**src/rtl/id_ex_pipe_if.sv**
```systemverilog
// rtl/id_ex_pipe_if.sv - ID/WB inputs and EX outputs of the ID->EX pipeline register
interface id_ex_pipe_if #(
    parameter int WORD   = 64,
    parameter int CTRL_W = 12,
    parameter int CNT_W  = 32
);
    logic              id_valid;
    logic [4:0]        id_rn;
    logic [4:0]        id_rm;
    logic [4:0]        id_rd;
    logic              id_use_rn;
    logic              id_use_rm;
    logic [WORD-1:0]   id_r_data1;
    logic [WORD-1:0]   id_r_data2;
    logic [WORD-1:0]   id_imm;
    logic [WORD-1:0]   id_pc;
    logic [CTRL_W-1:0] id_ctrl;
    logic              id_mem_read;
    logic              wb_reg_write;
    logic [4:0]        wb_w_reg;
    logic [WORD-1:0]   wb_w_data;
    logic              flush_i;
    logic              hold_i;
    logic              ex_valid;
    logic [4:0]        ex_rn;
    logic [4:0]        ex_rm;
    logic [4:0]        ex_rd;
    logic [WORD-1:0]   ex_a;
    logic [WORD-1:0]   ex_b;
    logic [WORD-1:0]   ex_imm;
    logic [WORD-1:0]   ex_pc;
    logic [CTRL_W-1:0] ex_ctrl;
    logic              ex_mem_read;
    logic              stall_o;
    logic [CNT_W-1:0]  stall_cnt;

    modport master (
        output id_valid, id_rn, id_rm, id_rd, id_use_rn, id_use_rm,
               id_r_data1, id_r_data2, id_imm, id_pc, id_ctrl, id_mem_read,
               wb_reg_write, wb_w_reg, wb_w_data, flush_i, hold_i,
        input  ex_valid, ex_rn, ex_rm, ex_rd, ex_a, ex_b, ex_imm, ex_pc,
               ex_ctrl, ex_mem_read, stall_o, stall_cnt
    );

    modport slave (
        input  id_valid, id_rn, id_rm, id_rd, id_use_rn, id_use_rm,
               id_r_data1, id_r_data2, id_imm, id_pc, id_ctrl, id_mem_read,
               wb_reg_write, wb_w_reg, wb_w_data, flush_i, hold_i,
        output ex_valid, ex_rn, ex_rm, ex_rd, ex_a, ex_b, ex_imm, ex_pc,
               ex_ctrl, ex_mem_read, stall_o, stall_cnt
    );
endinterface

```
**src/rtl/id_ex_pipe.sv**
```systemverilog
// rtl/id_ex_pipe.sv - ID->EX pipeline register with WB bypass, load-use stall and stall counter
module id_ex_pipe #(
    parameter int WORD   = 64,
    parameter int CTRL_W = 12,
    parameter int CNT_W  = 32
) (
    input  logic       clk,
    input  logic       rst_n,
    id_ex_pipe_if.slave bus
);
    localparam logic [4:0] XZR = 5'd31;

    logic              ex_valid_q;
    logic [4:0]        ex_rn_q;
    logic [4:0]        ex_rm_q;
    logic [4:0]        ex_rd_q;
    logic [WORD-1:0]   ex_a_q;
    logic [WORD-1:0]   ex_b_q;
    logic [WORD-1:0]   ex_imm_q;
    logic [WORD-1:0]   ex_pc_q;
    logic [CTRL_W-1:0] ex_ctrl_q;
    logic              ex_mem_read_q;
    logic [CNT_W-1:0]  stall_cnt_q;

    logic              hz;
    logic              stall;
    logic [WORD-1:0]   a_nxt;
    logic [WORD-1:0]   b_nxt;

    // Register file writes at the edge, so the value ID reads this cycle is stale
    // when WB targets the same register; XZR reads as zero and is never bypassed.
    always_comb begin
        a_nxt = bus.id_r_data1;
        b_nxt = bus.id_r_data2;
        if (bus.wb_reg_write && (bus.wb_w_reg == bus.id_rn) && (bus.id_rn != XZR)) begin
            a_nxt = bus.wb_w_data;
        end
        if (bus.wb_reg_write && (bus.wb_w_reg == bus.id_rm) && (bus.id_rm != XZR)) begin
            b_nxt = bus.wb_w_data;
        end
    end

    // Load in EX feeding an ID source: hold IF/ID one cycle; a flush overrides any stall.
    always_comb begin
        hz = ex_valid_q && ex_mem_read_q && (ex_rd_q != XZR) && bus.id_valid &&
             ((bus.id_use_rn && (bus.id_rn == ex_rd_q)) ||
              (bus.id_use_rm && (bus.id_rm == ex_rd_q)));
        stall = rst_n && !bus.flush_i && (hz || bus.hold_i);
    end

    // Pipeline register: flush > hold > load-use bubble > capture.
    always_ff @(posedge clk) begin
        if (!rst_n) begin
            ex_valid_q    <= 1'b0;
            ex_rn_q       <= '0;
            ex_rm_q       <= '0;
            ex_rd_q       <= '0;
            ex_a_q        <= '0;
            ex_b_q        <= '0;
            ex_imm_q      <= '0;
            ex_pc_q       <= '0;
            ex_ctrl_q     <= '0;
            ex_mem_read_q <= 1'b0;
        end else if (bus.flush_i || (!bus.hold_i && hz)) begin
            ex_valid_q    <= 1'b0;
            ex_ctrl_q     <= '0;
            ex_mem_read_q <= 1'b0;
        end else if (!bus.hold_i) begin
            ex_valid_q    <= bus.id_valid;
            ex_rn_q       <= bus.id_rn;
            ex_rm_q       <= bus.id_rm;
            ex_rd_q       <= bus.id_rd;
            ex_a_q        <= a_nxt;
            ex_b_q        <= b_nxt;
            ex_imm_q      <= bus.id_imm;
            ex_pc_q       <= bus.id_pc;
            ex_ctrl_q     <= bus.id_valid ? bus.id_ctrl : '0;
            ex_mem_read_q <= bus.id_valid && bus.id_mem_read;
        end
    end

    // Saturating count of stalled cycles.
    always_ff @(posedge clk) begin
        if (!rst_n) begin
            stall_cnt_q <= '0;
        end else if (stall && (stall_cnt_q != {CNT_W{1'b1}})) begin
            stall_cnt_q <= stall_cnt_q + 1'b1;
        end
    end

    assign bus.ex_valid    = ex_valid_q;
    assign bus.ex_rn       = ex_rn_q;
    assign bus.ex_rm       = ex_rm_q;
    assign bus.ex_rd       = ex_rd_q;
    assign bus.ex_a        = ex_a_q;
    assign bus.ex_b        = ex_b_q;
    assign bus.ex_imm      = ex_imm_q;
    assign bus.ex_pc       = ex_pc_q;
    assign bus.ex_ctrl     = ex_ctrl_q;
    assign bus.ex_mem_read = ex_mem_read_q;
    assign bus.stall_o     = stall;
    assign bus.stall_cnt   = stall_cnt_q;
endmodule

```
**src/flat_wrapper.sv**
```systemverilog
// flat-port wrapper written by rule: the top's interface ports become plain ports
module id_ex_pipe_flat 
#(
    parameter int WORD   = 64,
    parameter int CTRL_W = 12,
    parameter int CNT_W  = 32
)
  (clk, rst_n, bus_id_valid, bus_id_rn, bus_id_rm, bus_id_rd, bus_id_use_rn, bus_id_use_rm, bus_id_r_data1, bus_id_r_data2, bus_id_imm, bus_id_pc, bus_id_ctrl, bus_id_mem_read, bus_wb_reg_write, bus_wb_w_reg, bus_wb_w_data, bus_flush_i, bus_hold_i, bus_ex_valid, bus_ex_rn, bus_ex_rm, bus_ex_rd, bus_ex_a, bus_ex_b, bus_ex_imm, bus_ex_pc, bus_ex_ctrl, bus_ex_mem_read, bus_stall_o, bus_stall_cnt);
  id_ex_pipe_if #(.WORD(WORD), .CTRL_W(CTRL_W), .CNT_W(CNT_W)) bus_i ();
  input  logic clk;
  input  logic rst_n;
  input wire logic [$bits(bus_i.id_valid)-1:0] bus_id_valid;
  input wire logic [$bits(bus_i.id_rn)-1:0] bus_id_rn;
  input wire logic [$bits(bus_i.id_rm)-1:0] bus_id_rm;
  input wire logic [$bits(bus_i.id_rd)-1:0] bus_id_rd;
  input wire logic [$bits(bus_i.id_use_rn)-1:0] bus_id_use_rn;
  input wire logic [$bits(bus_i.id_use_rm)-1:0] bus_id_use_rm;
  input wire logic [$bits(bus_i.id_r_data1)-1:0] bus_id_r_data1;
  input wire logic [$bits(bus_i.id_r_data2)-1:0] bus_id_r_data2;
  input wire logic [$bits(bus_i.id_imm)-1:0] bus_id_imm;
  input wire logic [$bits(bus_i.id_pc)-1:0] bus_id_pc;
  input wire logic [$bits(bus_i.id_ctrl)-1:0] bus_id_ctrl;
  input wire logic [$bits(bus_i.id_mem_read)-1:0] bus_id_mem_read;
  input wire logic [$bits(bus_i.wb_reg_write)-1:0] bus_wb_reg_write;
  input wire logic [$bits(bus_i.wb_w_reg)-1:0] bus_wb_w_reg;
  input wire logic [$bits(bus_i.wb_w_data)-1:0] bus_wb_w_data;
  input wire logic [$bits(bus_i.flush_i)-1:0] bus_flush_i;
  input wire logic [$bits(bus_i.hold_i)-1:0] bus_hold_i;
  output wire logic [$bits(bus_i.ex_valid)-1:0] bus_ex_valid;
  output wire logic [$bits(bus_i.ex_rn)-1:0] bus_ex_rn;
  output wire logic [$bits(bus_i.ex_rm)-1:0] bus_ex_rm;
  output wire logic [$bits(bus_i.ex_rd)-1:0] bus_ex_rd;
  output wire logic [$bits(bus_i.ex_a)-1:0] bus_ex_a;
  output wire logic [$bits(bus_i.ex_b)-1:0] bus_ex_b;
  output wire logic [$bits(bus_i.ex_imm)-1:0] bus_ex_imm;
  output wire logic [$bits(bus_i.ex_pc)-1:0] bus_ex_pc;
  output wire logic [$bits(bus_i.ex_ctrl)-1:0] bus_ex_ctrl;
  output wire logic [$bits(bus_i.ex_mem_read)-1:0] bus_ex_mem_read;
  output wire logic [$bits(bus_i.stall_o)-1:0] bus_stall_o;
  output wire logic [$bits(bus_i.stall_cnt)-1:0] bus_stall_cnt;
  assign bus_i.id_valid = bus_id_valid;
  assign bus_i.id_rn = bus_id_rn;
  assign bus_i.id_rm = bus_id_rm;
  assign bus_i.id_rd = bus_id_rd;
  assign bus_i.id_use_rn = bus_id_use_rn;
  assign bus_i.id_use_rm = bus_id_use_rm;
  assign bus_i.id_r_data1 = bus_id_r_data1;
  assign bus_i.id_r_data2 = bus_id_r_data2;
  assign bus_i.id_imm = bus_id_imm;
  assign bus_i.id_pc = bus_id_pc;
  assign bus_i.id_ctrl = bus_id_ctrl;
  assign bus_i.id_mem_read = bus_id_mem_read;
  assign bus_i.wb_reg_write = bus_wb_reg_write;
  assign bus_i.wb_w_reg = bus_wb_w_reg;
  assign bus_i.wb_w_data = bus_wb_w_data;
  assign bus_i.flush_i = bus_flush_i;
  assign bus_i.hold_i = bus_hold_i;
  assign bus_ex_valid = bus_i.ex_valid;
  assign bus_ex_rn = bus_i.ex_rn;
  assign bus_ex_rm = bus_i.ex_rm;
  assign bus_ex_rd = bus_i.ex_rd;
  assign bus_ex_a = bus_i.ex_a;
  assign bus_ex_b = bus_i.ex_b;
  assign bus_ex_imm = bus_i.ex_imm;
  assign bus_ex_pc = bus_i.ex_pc;
  assign bus_ex_ctrl = bus_i.ex_ctrl;
  assign bus_ex_mem_read = bus_i.ex_mem_read;
  assign bus_stall_o = bus_i.stall_o;
  assign bus_stall_cnt = bus_i.stall_cnt;
  id_ex_pipe #(.WORD(WORD), .CTRL_W(CTRL_W), .CNT_W(CNT_W)) u_core (.clk(clk), .rst_n(rst_n), .bus(bus_i));
endmodule
```
**config.mk**
```make
export PLATFORM = sky130hd
export DESIGN_NAME = id_ex_pipe_flat
export DESIGN_NICKNAME = d
export VERILOG_FILES = /design/src/rtl/id_ex_pipe_if.sv /design/src/rtl/id_ex_pipe.sv /design/src/flat_wrapper.sv
export SDC_FILE = /design/constraint.sdc
export NUM_CORES = 1
export LEC_CHECK = 0
export ABC_AREA = 0
export BUFFER_PORTS_ARGS = -buffer_cell sky130_fd_sc_hd__buf_2
export CORE_AREA = 2 2 264 266
export CTS_CLUSTER_DIAMETER = 40
export CTS_CLUSTER_SIZE = 40
export DETAILED_ROUTE_END_ITERATION = 8
export DIE_AREA = 0 0 266 268
export PLACE_DENSITY = 0.51
export SETUP_SLACK_MARGIN = 0.5
export SLEW_MARGIN = 10
export SYNTH_ARGS = -nofsm -noshare
export SYNTH_HDL_FRONTEND = slang
export SYNTH_SLANG_ARGS = --single-unit
```
**constraint.sdc**
```tcl
create_clock -name clk -period 4.9 [get_ports clk]
set_input_delay 0.735 -clock clk [delete_from_list [all_inputs] [get_ports clk]]
set_output_delay 0.735 -clock clk [all_outputs]
set_load 0.05 [all_outputs]
```
Word-level counts from Yosys, hierarchy flattened
Cells that the tools add are included.
Word-level totals
  word-level logic and storage cells: 48
  output and inout port bits: 318
  input port bits: 361
  register bits: 317
Operators by class
  muxes and demuxes: 3
  add/subtract/negate cells: 1
  bitwise gates (word level): 3
  reductions and logical operators: 22
  equal/unequal tests: 8
Operator list (count)
  64-bit 2-to-1 mux: 2
  32-bit by 1-bit adder with 32-bit output, second input constant: 1
  32-bit inequality test, second input constant: 1
  5-bit equality test: 4
  1-bit logical AND: 15
  5-bit inequality test, second input constant: 3
  12-bit 2-to-1 mux: 1
  1-bit logical OR: 3
  1-bit NOT: 3
  1-bit logical NOT: 2
  2-bit AND reduction: 1
  2-bit OR reduction: 1

Depth between registers and ports, before layout
Gate-level depths: netlist of the first run.
  word-level depth: 8
  mapped depth: 9
  depth with buffers taken out: 6

Worst setup path after synthesis of the first run
Ideal clock, no wire load.
  path kind: register to output
  from: register u_core.ex_rd_q[2], in the netlist u_core.bus.ex_rd[2]
  to: output bus_stall_o
  required time: 4165 ps
  buffers on the path: 0
  arrival time: 1844 ps
  stages on the path, launching flop included: 5
  slack: 2321 ps
  path through: dfxtp_1 -> xnor2_1 -> nand4_1 -> o221ai_1 -> and2_1
Between the ends
  cells in the longest elaborated chain, start to end: 6
  elaborated cells between the ends (all ways): 11
  classes of those cells: eq/ne: 3; reduce/logical: 8
Ends and longest elaborated chain
  start, declared: line id_ex_pipe.sv:16  | logic [4:0] ex_rd_q;
  start signal, assigned: line id_ex_pipe.sv:72  | ex_rd_q <= bus.id_rd;
  5-bit inequality test, or another cell as far along: line id_ex_pipe.sv:45  | hz = ex_valid_q && ex_mem_read_q && (ex_rd_q != XZR) && bus.id_valid &&
  1-bit logical AND, on equally long branches: line id_ex_pipe.sv:45, id_ex_pipe.sv:47, id_ex_pipe.sv:46
  1-bit logical AND / 1-bit logical OR (equally long branches): line id_ex_pipe.sv:45, id_ex_pipe.sv:46
  1-bit logical AND *: line id_ex_pipe.sv:45
  1-bit logical OR *: line id_ex_pipe.sv:48  | stall = rst_n && !bus.flush_i && (hz || bus.hold_i);
  1-bit logical AND *: line id_ex_pipe.sv:48
  end, declared: line flat_wrapper.sv:39  | output wire logic [$bits(bus_i.stall_o)-1:0] bus_stall_o;
Every way passes the cells marked *; elsewhere a longest branch is shown, timed or not.

Final worst setup path of the first run
  from: register u_core.ex_rd_q[0], in the netlist u_core.bus.ex_rd[0]
  to: output bus_stall_o
Same word-level chain as after synthesis.

==> results_dict.tcl, run 1 <==
set metrics [dict create \
    slew_headroom_pct 23.7 \
    clock_latency_ns 0.59 \
    cap_violations 0 \
    finalCriticalPeriod_ns 3.17 \
    hold_viol_final 0 \
    critPathBufInv 1 \
    drc 0 \
    tightestPinTransition_ns 1.14 \
    netlist_area_um2 12900 \
    fin_nets 2480 \
    overflow 0 \
    synth.area.top_cells "dfxtp_1 49%, mux2i_1 10%, nand2_1 8.9%" \
    route.vias.total 13000 \
    max_stage_delay_ns 0.53 \
    cp_slowest_cell "dfxtp_1" \
    worst_hold_slack_ns 0.375 \
    synthMuxAreaShare_pct 10.3 \
    antenna_found_initial 14 \
    power.density_nw_per_um2 442 \
    cts_tree "yes" \
    synth_simple_gate_area_share_pct 17.7 \
    place.port_buffers 678 \
    synth-main-ff-cell "dfxtp_1" \
    crit_path_start_kind "register" \
    ys_seq_area_share_pct 49.3 \
    fin_area_um2 19500 \
    grt_usage_pct 14.1 \
    start_util_pct 18.9 \
    routabilityCongestion 0.800 \
    yosys-top-cells-count "317 x dfxtp_1, 306 x nand2_1, 165 x a21oi_1, 148 x nor2_1, 133 x mux2i_1" \
    synth_edf_count 0 \
    io_pins 679 \
    avgSynthCellArea_um2 8.74 \
    finalSetupViolCount 0 \
    ant_nets 0 \
    synth_top_area_share_pct 49.3 \
    rows 96 \
    core_um2 68200 \
    fillerInstances 7427 \
    root_buffer "clkbuf_16" \
    cts_buffer_depth 3 \
    hold_buffers 0 \
    via_per_inst 4.25 \
    yosysWarningCount 0 \
    ir_drop_uv 264 \
    cts_buffers 68 \
    synth_xor_area_share_pct 1.29 \
    grt_max_degree 173 \
    pre_cts_slack_ns 1.71 \
    crit_chain "xnor2_1 -> nand4_1 -> o221ai_1 -> and2_1 -> buf_2" \
    syn_to_final_growth_pct 51.3 \
    grt_setup_unrepaired "no" \
    die_x_um 266 \
    firstDrtPassIters 4 \
    wl_um 53100 \
    setup_ws_ns 1.73 \
    fin_skew_ns 0.0272 \
    fmax_mhz 315 \
    cts_setup_buffers 0 \
    p_leak_nw 8.28 \
    dpl.hpwl_um 39600 \
    cts_sinks 317 \
    synth_most_common_cell "dfxtp_1" \
    wl_per_cell_um 17.3 \
    synth_top_family_by_area "simple AND/OR/NAND/NOR gates" \
    cp.required_ns 4.16 \
    synth_area_leader_cell "dfxtp_1" \
    endpoint_kind "output pin" \
    hp-class "input port to register" \
    outcome "finished clean" \
    grt_pass1_vias 12700 \
    cts_resized 0 \
    synth_compound_area_share_pct 16.8 \
    finalSetupTns_ns 0 \
    period_share_pct 64.8 \
    drt_iter0_markers 564 \
    die_area_um2 71300 \
    htreeDepth 3 \
    synthesis.nets 1836 \
    worst-setup-path-type "register to output pin" \
    synth_cell_types 54 \
    critPathMaxFanout 5 \
    syn_inst 1474 \
    yosys.area_share.adder_pct 0.0971 \
    clkTransAtPathRegs_ns 0.05 \
    async_reset_ff_share_pct 0 \
    dpl_cell_area_um2 17100 \
    crit_family "flip-flops" \
    die_y_um 268 \
    cp.arrival_ns 2.44 \
    grt_pass1_wl_um 76800 \
    ys_seq_elements 317 \
    slew_viol_final 0 \
    drive_gt1_share_pct 38.2 \
]
state kept, by name, summed over array words and instances, names as in the netlist:
name                    cells
u_core.bus.ex_imm          64
u_core.bus.ex_pc           64
u_core.bus.ex_rd            5
u_core.bus.ex_a            64
u_core.bus.ex_mem_read      1
u_core.bus.ex_b            64
u_core.bus.ex_ctrl         12
u_core.bus.ex_valid         1
u_core.bus.ex_rn            5
u_core.bus.ex_rm            5
u_core.bus.stall_cnt       32
worst paths after layout:
kind,from,to,slack [ns],depth (start not counted)
worst max register to register,u_core.bus.ex_rd[0],u_core.bus.stall_cnt[9],2.10,6
worst min register to register,u_core.bus.ex_imm[29],u_core.bus.ex_imm[29],0.45,2
worst max-delay path,u_core.bus.ex_rd[0],bus_stall_o,1.73,5
worst min-delay path,bus_id_pc[63],u_core.bus.ex_pc[63],0.38,3
worst min-delay path, delay by kind of cell:
family	cells	cell delay (ns)
compound gates	1	0.05
buf+inv	1	0.10
simple gates	1	0.04
cells in the final DEF, fill, tap and decap left out, types with 13 or more instances in the layout:
cell type | synthesis | routed
buf_2 | 63 | 678
dfxtp_1 | 317 | 317
nand2_1 | 306 | 306
a21oi_1 | 165 | 163
nor2_1 | 148 | 148
mux2i_1 | 133 | 133
a211oi_1 | 128 | 128
clkbuf_16 | 0 | 68
nand3_1 | 18 | 18
o31ai_1 | 14 | 14
xnor2_1 | 13 | 13
a22oi_1 | 13 | 13
clkinvlp_4 | 0 | 13
final cells by class:
cell class / count / area, um2 / share of cell area [%]
clock buffer: 86 / 1880 / 9.64
sequential: 317 / 6350 / 32.6
timing repair buffer: 693 / 3610 / 18.5
clock inverter: 38 / 518 / 2.66
inverter: 4 / 22.5 / 0.116
multi-input combinational: 1034 / 5990 / 30.7
antenna: 10 / 25.0 / 0.128
tap: 882 / 1100 / 5.66
per-stage QoR:
stage	utilization [%]	power [mW]	std cells
4_1_cts	28.5	8.77	3054
6_report	28.6	8.62	3064
3_3_place_gp	25.0	3.98	2930
2_1_floorplan	-	3.57	1474
5_1_grt	28.5	8.95	3057
3_5_place_dp	25.0	3.98	2930
report_power, final:
group	internal (mW)	switching, mW	leakage, nW
registers	2.71	0.0691	2.60
clock network	3.07	1.63	1.12
logic	0.322	0.819	4.56
total	6.11	2.51	8.28
cell families (layout without fill, tap and decap cells):
logic type               count (synthesis)  after routing
XOR/XNOR                                19             19
multiplexers                           133            133
other                                    0             10
adder cells (fa/ha/maj)                  1              1
flip-flops                             317            317
buffers and inverters                  123            821
AO/OA/AOI/OAI                          344            344
AND/OR/NAND/NOR                        537            537
metal layers:
metal  vias to the layer above  routed length (um)  part of all wire (%)  global-route usage (%)
met3                        97                4520                   8.5                    4.82
met4                         6                1360                   2.6                    4.95
li1                       6483                   -                     -                       -
met5                         -                  34                 0.064                       0
met2                       519               24600                    46                    23.0
met1                      5923               22600                    43                    17.4
Power figures use the tool's default switching activity.
==> run 2, diff against run 1 <==
--- a/config.mk
+++ b/config.mk
@@ -12,7 +12,7 @@
 export CTS_CLUSTER_SIZE = 40
 export DETAILED_ROUTE_END_ITERATION = 8
 export DIE_AREA = 0 0 266 268
-export PLACE_DENSITY = 0.51
+export PLACE_DENSITY = 0.52
 export SETUP_SLACK_MARGIN = 0.5
 export SLEW_MARGIN = 10
 export SYNTH_ARGS = -nofsm -noshare
==> constraint.sdc (replaced) <==
create_clock -name clk -period 2.6 [get_ports clk]
set_input_delay 0.39 -clock clk [delete_from_list [all_inputs] [get_ports clk]]
set_output_delay 0.39 -clock clk [all_outputs]
set_load 0.05 [all_outputs]
==> results_dict.tcl, run 2 (synthesis gave the netlist of run 1 again) <==
set metrics [dict create \
    outcome "finished clean" \
    power.clock.fraction_pct 54.4 \
    grt_setup_unrepaired "yes" \
    fmax_mhz 456 \
    worst-setup-path-type "register to output pin" \
    grt_max_degree 152 \
    power.density_nw_per_um2 803 \
    power.switching_mw 4.71 \
    fin_cells 3135 \
    critPathMaxFanout 5 \
    min_to "u_core.bus.ex_mem_read" \
    final_common_cell "buf_2" \
    rows 96 \
    cts_sinks 317 \
    firstDrtPassIters 4 \
    die_x_um 266 \
    dp.cells 2974 \
    fin_area_um2 20600 \
    tightestPinTransition_ns 0.972 \
    finalCriticalPeriod_ns 2.19 \
    drt_iter0_markers 658 \
    fin_nets 2555 \
    root_buffer "clkbuf_16" \
    grt_pass1_vias 12800 \
    cts_buffer_depth 3 \
    fillerInstances 7306 \
    final_core_util_pct 30.2 \
    core_um2 68200 \
    wl_um 56600 \
    via_per_inst 4.25 \
    reg2reg_slack_ns 0.44 \
    grt_usage_pct 14.8 \
    fin_skew_ns 0.0255 \
    hp-class "input port to register" \
    ir_drop_uv 351 \
    layout.cells.most_common_list "678 x buf_2, 306 x nand2_1, 281 x dfxtp_1" \
    crit_path_start_kind "register" \
    io_pins 679 \
    drive_gt1_share_pct 43.1 \
    cts_buffers 67 \
    grt_pass1_wl_um 79700 \
    cts_tree "yes" \
    clkTransAtPathRegs_ns 0.05 \
    worst_hold_slack_ns 0.0516 \
    seq_area_um2 6430 \
    slew_viol_final 0 \
    finalSetupViolCount 0 \
    antenna_found_initial 8 \
    wl_per_cell_um 18.1 \
    syn_to_final_growth_pct 59.7 \
    drc 0 \
    rr_worst_depth 9 \
    hold_viol_final 0 \
    htreeDepth 3 \
    cp.required_ns 2.21 \
    swShare_pct 28.5 \
    clock_latency_ns 0.57 \
    pre_cts_slack_ns 0.0487 \
    p_total_mw 16.5 \
    regToRegStartpoint "u_core.bus.ex_rd[4]" \
    multiInputGateArea_um2 6160 \
    routabilityCongestion 0.840 \
    hold_start "bus_id_mem_read" \
    die_y_um 268 \
    dpl_cell_area_um2 17600 \
    finalSetupTns_ns 0 \
    cp.arrival_ns 1.80 \
    overflow 0 \
    start_util_pct 18.9 \
    p_comb_share_pct 14.0 \
    period_share_pct 84.3 \
    endpoint_kind "output pin" \
    power.share.sequential_pct 31.6 \
    slew_headroom_pct 35.2 \
    place.port_buffers 678 \
    ant_nets 0 \
    holdPathStages 3 \
    p_int_mw 11.8 \
    cap_violations 0 \
    setup_ws_ns 0.408 \
    dpl.hpwl_um 42300 \
    r2r-end "u_core.bus.ex_imm[50]" \
    p_leak_nw 8.86 \
    die_area_um2 71300 \
    route.vias.total 13300 \
]
run 2: worst max-delay path, stage by stage, from the launching register on:
cell      delay, ns
dfxtp_4        0.39
xnor2_2        0.12
nand4_1        0.17
o221ai_2       0.23
and2_4         0.19
buf_8          0.14
run 2: power by group through the flow:
stage               combinational, mW  clock [mW]  sequential, mW
finish                           2.31        8.99            5.23
global route                     2.47        9.47            5.25
CTS                              2.29        9.22            5.23
detailed placement               2.26           0            5.33
global placement                 2.25           0            5.33
floorplan                       0.586           0            6.14
run 2: what timing repair did:
item	in CTS	in global routing
pin swaps	8	18
hold buffers	1	0
gates resized for setup	17	41
endpoints found under the hold margin	1	0
endpoints found under the setup margin	135	295
cloned	1	6
setup buffers	10	14
run 2: layer usage:
layer	global-route usage [%]	vias up	wire, um
li1	-	6650	-
met5	0	-	9
met2	24.2	505	26800
met4	5.71	2	1530
met3	5.31	92	4660
met1	17.7	6087	23600
run 2: final cells by class:
class	instances	area share (%)
flip-flops and latches	317	31.3
multi-input cells	1035	29.9
repair buffers	768	21.7
clock buffers	75	8.54
well taps	882	5.36
clock inverters	47	3.02
inverters	4	0.109
diodes	7	0.0851
run 2: worst max path at each step:
stage | from | slack, ns | cells past startpoint | endpoint
after floorplan | u_core.bus.stall_cnt[6] | 0.50 | 7 | u_core.bus.stall_cnt[25]
after global placement | bus_id_rm[0] | 0.05 | 8 | u_core.bus.stall_cnt[20]
final | u_core.bus.ex_rd[4] | 0.41 | 5 | bus_stall_o
after CTS | u_core.bus.ex_rd[3] | 0.38 | 5 | bus_stall_o
after detailed placement | bus_id_rm[0] | 0.05 | 8 | u_core.bus.stall_cnt[11]
after global routing | u_core.bus.ex_rd[4] | 0.30 | 5 | bus_stall_o
==> run 3, diff against run 2 <==
==> constraint.sdc (replaced) <==
create_clock -name clk -period 1.8 [get_ports clk]
set_input_delay 0.27 -clock clk [delete_from_list [all_inputs] [get_ports clk]]
set_output_delay 0.27 -clock clk [all_outputs]
set_load 0.05 [all_outputs]
==> results_dict.tcl, run 3 (synthesis gave the netlist of run 1 again) <==
set metrics [dict create \
    drt_iter0_markers 764 \
    grt_pass1_vias 14900 \
    worst_hold_slack_ns 0.0300 \
    r2r-end "u_core.bus.ex_a[14]" \
    power.clock.fraction_pct 50.3 \
    place.port_buffers 678 \
    htreeDepth 3 \
    p_leak_nw 12.5 \
    rows 96 \
    final_core_util_pct 42.5 \
    cts_buffers 70 \
    via_per_inst 4.52 \
    ant_nets 0 \
    max_stage_delay_ns 0.42 \
    drc 0 \
    finalCriticalPeriod_ns 2.26 \
    cp.arrival_ns 1.99 \
    cts_buffer_depth 3 \
    crit_path_start_kind "register" \
    die_y_um 268 \
    grt_use_met2_pct 28.3 \
    p_comb_share_pct 20.1 \
    die_x_um 266 \
    power.switching_mw 7.84 \
    setup_ws_ns -0.455 \
    reg2reg_slack_ns -0.43 \
    endpoint_kind "output pin" \
    swShare_pct 30.5 \
    slew_viol_final 0 \
    grt_busiest_layer "met2" \
    hold_start "bus_id_r_data1[29]" \
    period_share_pct 125 \
    rr_worst_depth 13 \
    power.density_nw_per_um2 887 \
    io_pins 679 \
    start_util_pct 18.9 \
    regToRegStartpoint "u_core.bus.ex_rd[0]" \
    slew_headroom_pct 20.7 \
    crit_chain "xnor2_1 -> nand2_1 -> o221ai_2 -> buf_4 -> and2_4 -> buf_8" \
    fin_nets 2920 \
    fmax_mhz 443 \
    cts_sinks 317 \
    routabilityCongestion 0.836 \
    final_common_cell "buf_2" \
    clkTransAtPathRegs_ns 0.05 \
    core_um2 68200 \
    fin_cells 3498 \
    cp_slowest_cell "dfxtp_4" \
    wl_per_cell_um 20.1 \
    root_buffer "clkbuf_16" \
    use_met3_pct 5.82 \
    drive_gt1_share_pct 65.9 \
    outcome "finished with violations" \
    hp-class "input port to register" \
    grt_usage_pct 16.3 \
    layout.cells.most_common_list "649 x buf_2, 279 x dfxtp_1, 162 x dlygate4sd3_1" \
    clock_latency_ns 0.60 \
    route.vias.total 15800 \
    finalSetupViolCount 303 \
    wl_um 70400 \
    cp.required_ns 1.53 \
    violations "negative setup slack" \
    critPathMaxFanout 5 \
    firstDrtPassIters 4 \
    syn_to_final_growth_pct 125 \
    fillerInstances 6273 \
    min_to "u_core.bus.ex_a[29]" \
    fin_skew_ns 0.0262 \
    hold_viol_final 0 \
    tightestPinTransition_ns 1.19 \
    antenna_found_initial 10 \
    power.share.sequential_pct 29.7 \
    dpl.hpwl_um 42600 \
    dp.cells 3067 \
    grt_pass1_wl_um 89000 \
    overflow 0 \
    p_total_mw 25.7 \
    cts_tree "yes" \
    grt_setup_unrepaired "yes" \
    holdPathStages 3 \
    grtUsageMet1_pct 18.2 \
    cap_violations 0 \
    worst-setup-path-type "register to output pin" \
    die_area_um2 71300 \
    grt_max_degree 121 \
    ir_drop_uv 697 \
    p_int_mw 17.9 \
]
run 3: cell types whose count changed in the layout (fill, tap and decap cells not counted), moves of 58 or more:
cell / change
nand2_1: -162
dlygate4sd3_1: +161
a21oi_1: -138
a21oi_2: +136
a211oi_1: -128
a211oi_2: +127
nand2_4: +127
nor2_1: -105
nor2_4: +88
buf_6: +58
run 3: cell type report:
| class | instances | area [um2] | share of cell area [%] |
|---|---|---|---|
| clock inverter | 36 | 388 | 1.34 |
| antenna | 2 | 5.00 | 0.0173 |
| multi-input combinational | 1034 | 9300 | 32.1 |
| tap | 882 | 1100 | 3.81 |
| inverter | 4 | 22.5 | 0.0777 |
| clock buffer | 92 | 2000 | 6.89 |
| timing repair buffer | 1131 | 9720 | 33.5 |
| sequential | 317 | 6460 | 22.3 |
run 3: timing repair:
| action | CTS | global route |
|---|---|---|
| buffers inserted | 36 | 45 |
| gates resized for setup | 170 | 866 |
| pin swaps | 75 | 267 |
| hold buffers | 160 | 2 |
| hold endpoints to repair | 160 | 2 |
| cloned | 25 | 33 |
| setup endpoints to repair | 635 | 635 |
run 3: per-layer routing:
layer / vias up / wire length [um]
li1: 7373 / -
met1: 7574 / 26600
met2: 686 / 35100
met3: 180 / 5510
met4: 8 / 3150
met5: - / 40
run 3: worst max-delay path, delay by kind of cell (launching register included):
family          cells  cell delay [ns]
flops               1             0.42
simple gates        2             0.32
buf+inv             2             0.30
compound gates      1             0.24
xor+xnor            1             0.13
run 3: power groups by stage:
stage / Combinational (mW) / Sequential, mW / Clock (mW)
final: 5.16 / 7.63 / 12.9
after global routing: 5.38 / 7.65 / 13.5
after CTS: 4.23 / 7.54 / 13.1
after detailed placement: 3.47 / 7.67 / 0
after global placement: 3.48 / 7.66 / 0
after floorplan: 1.10 / 8.84 / 0
run 3: worst max path at each step:
| stage | startpoint | to | slack [ns] | cells after the start |
|---|---|---|---|---|
| floorplan | u_core.bus.stall_cnt[3] | u_core.bus.stall_cnt[25] | -0.21 | 7 |
| global placement | bus_id_rm[4] | u_core.bus.ex_rd[3] | -0.44 | 8 |
| detailed placement | bus_id_rm[0] | u_core.bus.ex_b[10] | -0.40 | 10 |
| CTS | u_core.bus.ex_rd[4] | bus_stall_o | -0.47 | 6 |
| global route | u_core.bus.ex_rd[4] | bus_stall_o | -0.56 | 6 |
| finish | u_core.bus.ex_rd[1] | bus_stall_o | -0.46 | 6 |
run 3: metrics by stage:
step	worst slack, ns	TNS [ns]	instance area (um2)
2_1_floorplan	-0.211	-5.02	13900
3_3_place_gp	-0.439	-72.41	18900
3_5_place_dp	-0.399	-73.14	18900
4_1_cts	-0.468	-85.22	24600
5_1_grt	-0.564	-126.71	29000
6_report	-0.455	-96.93	29000
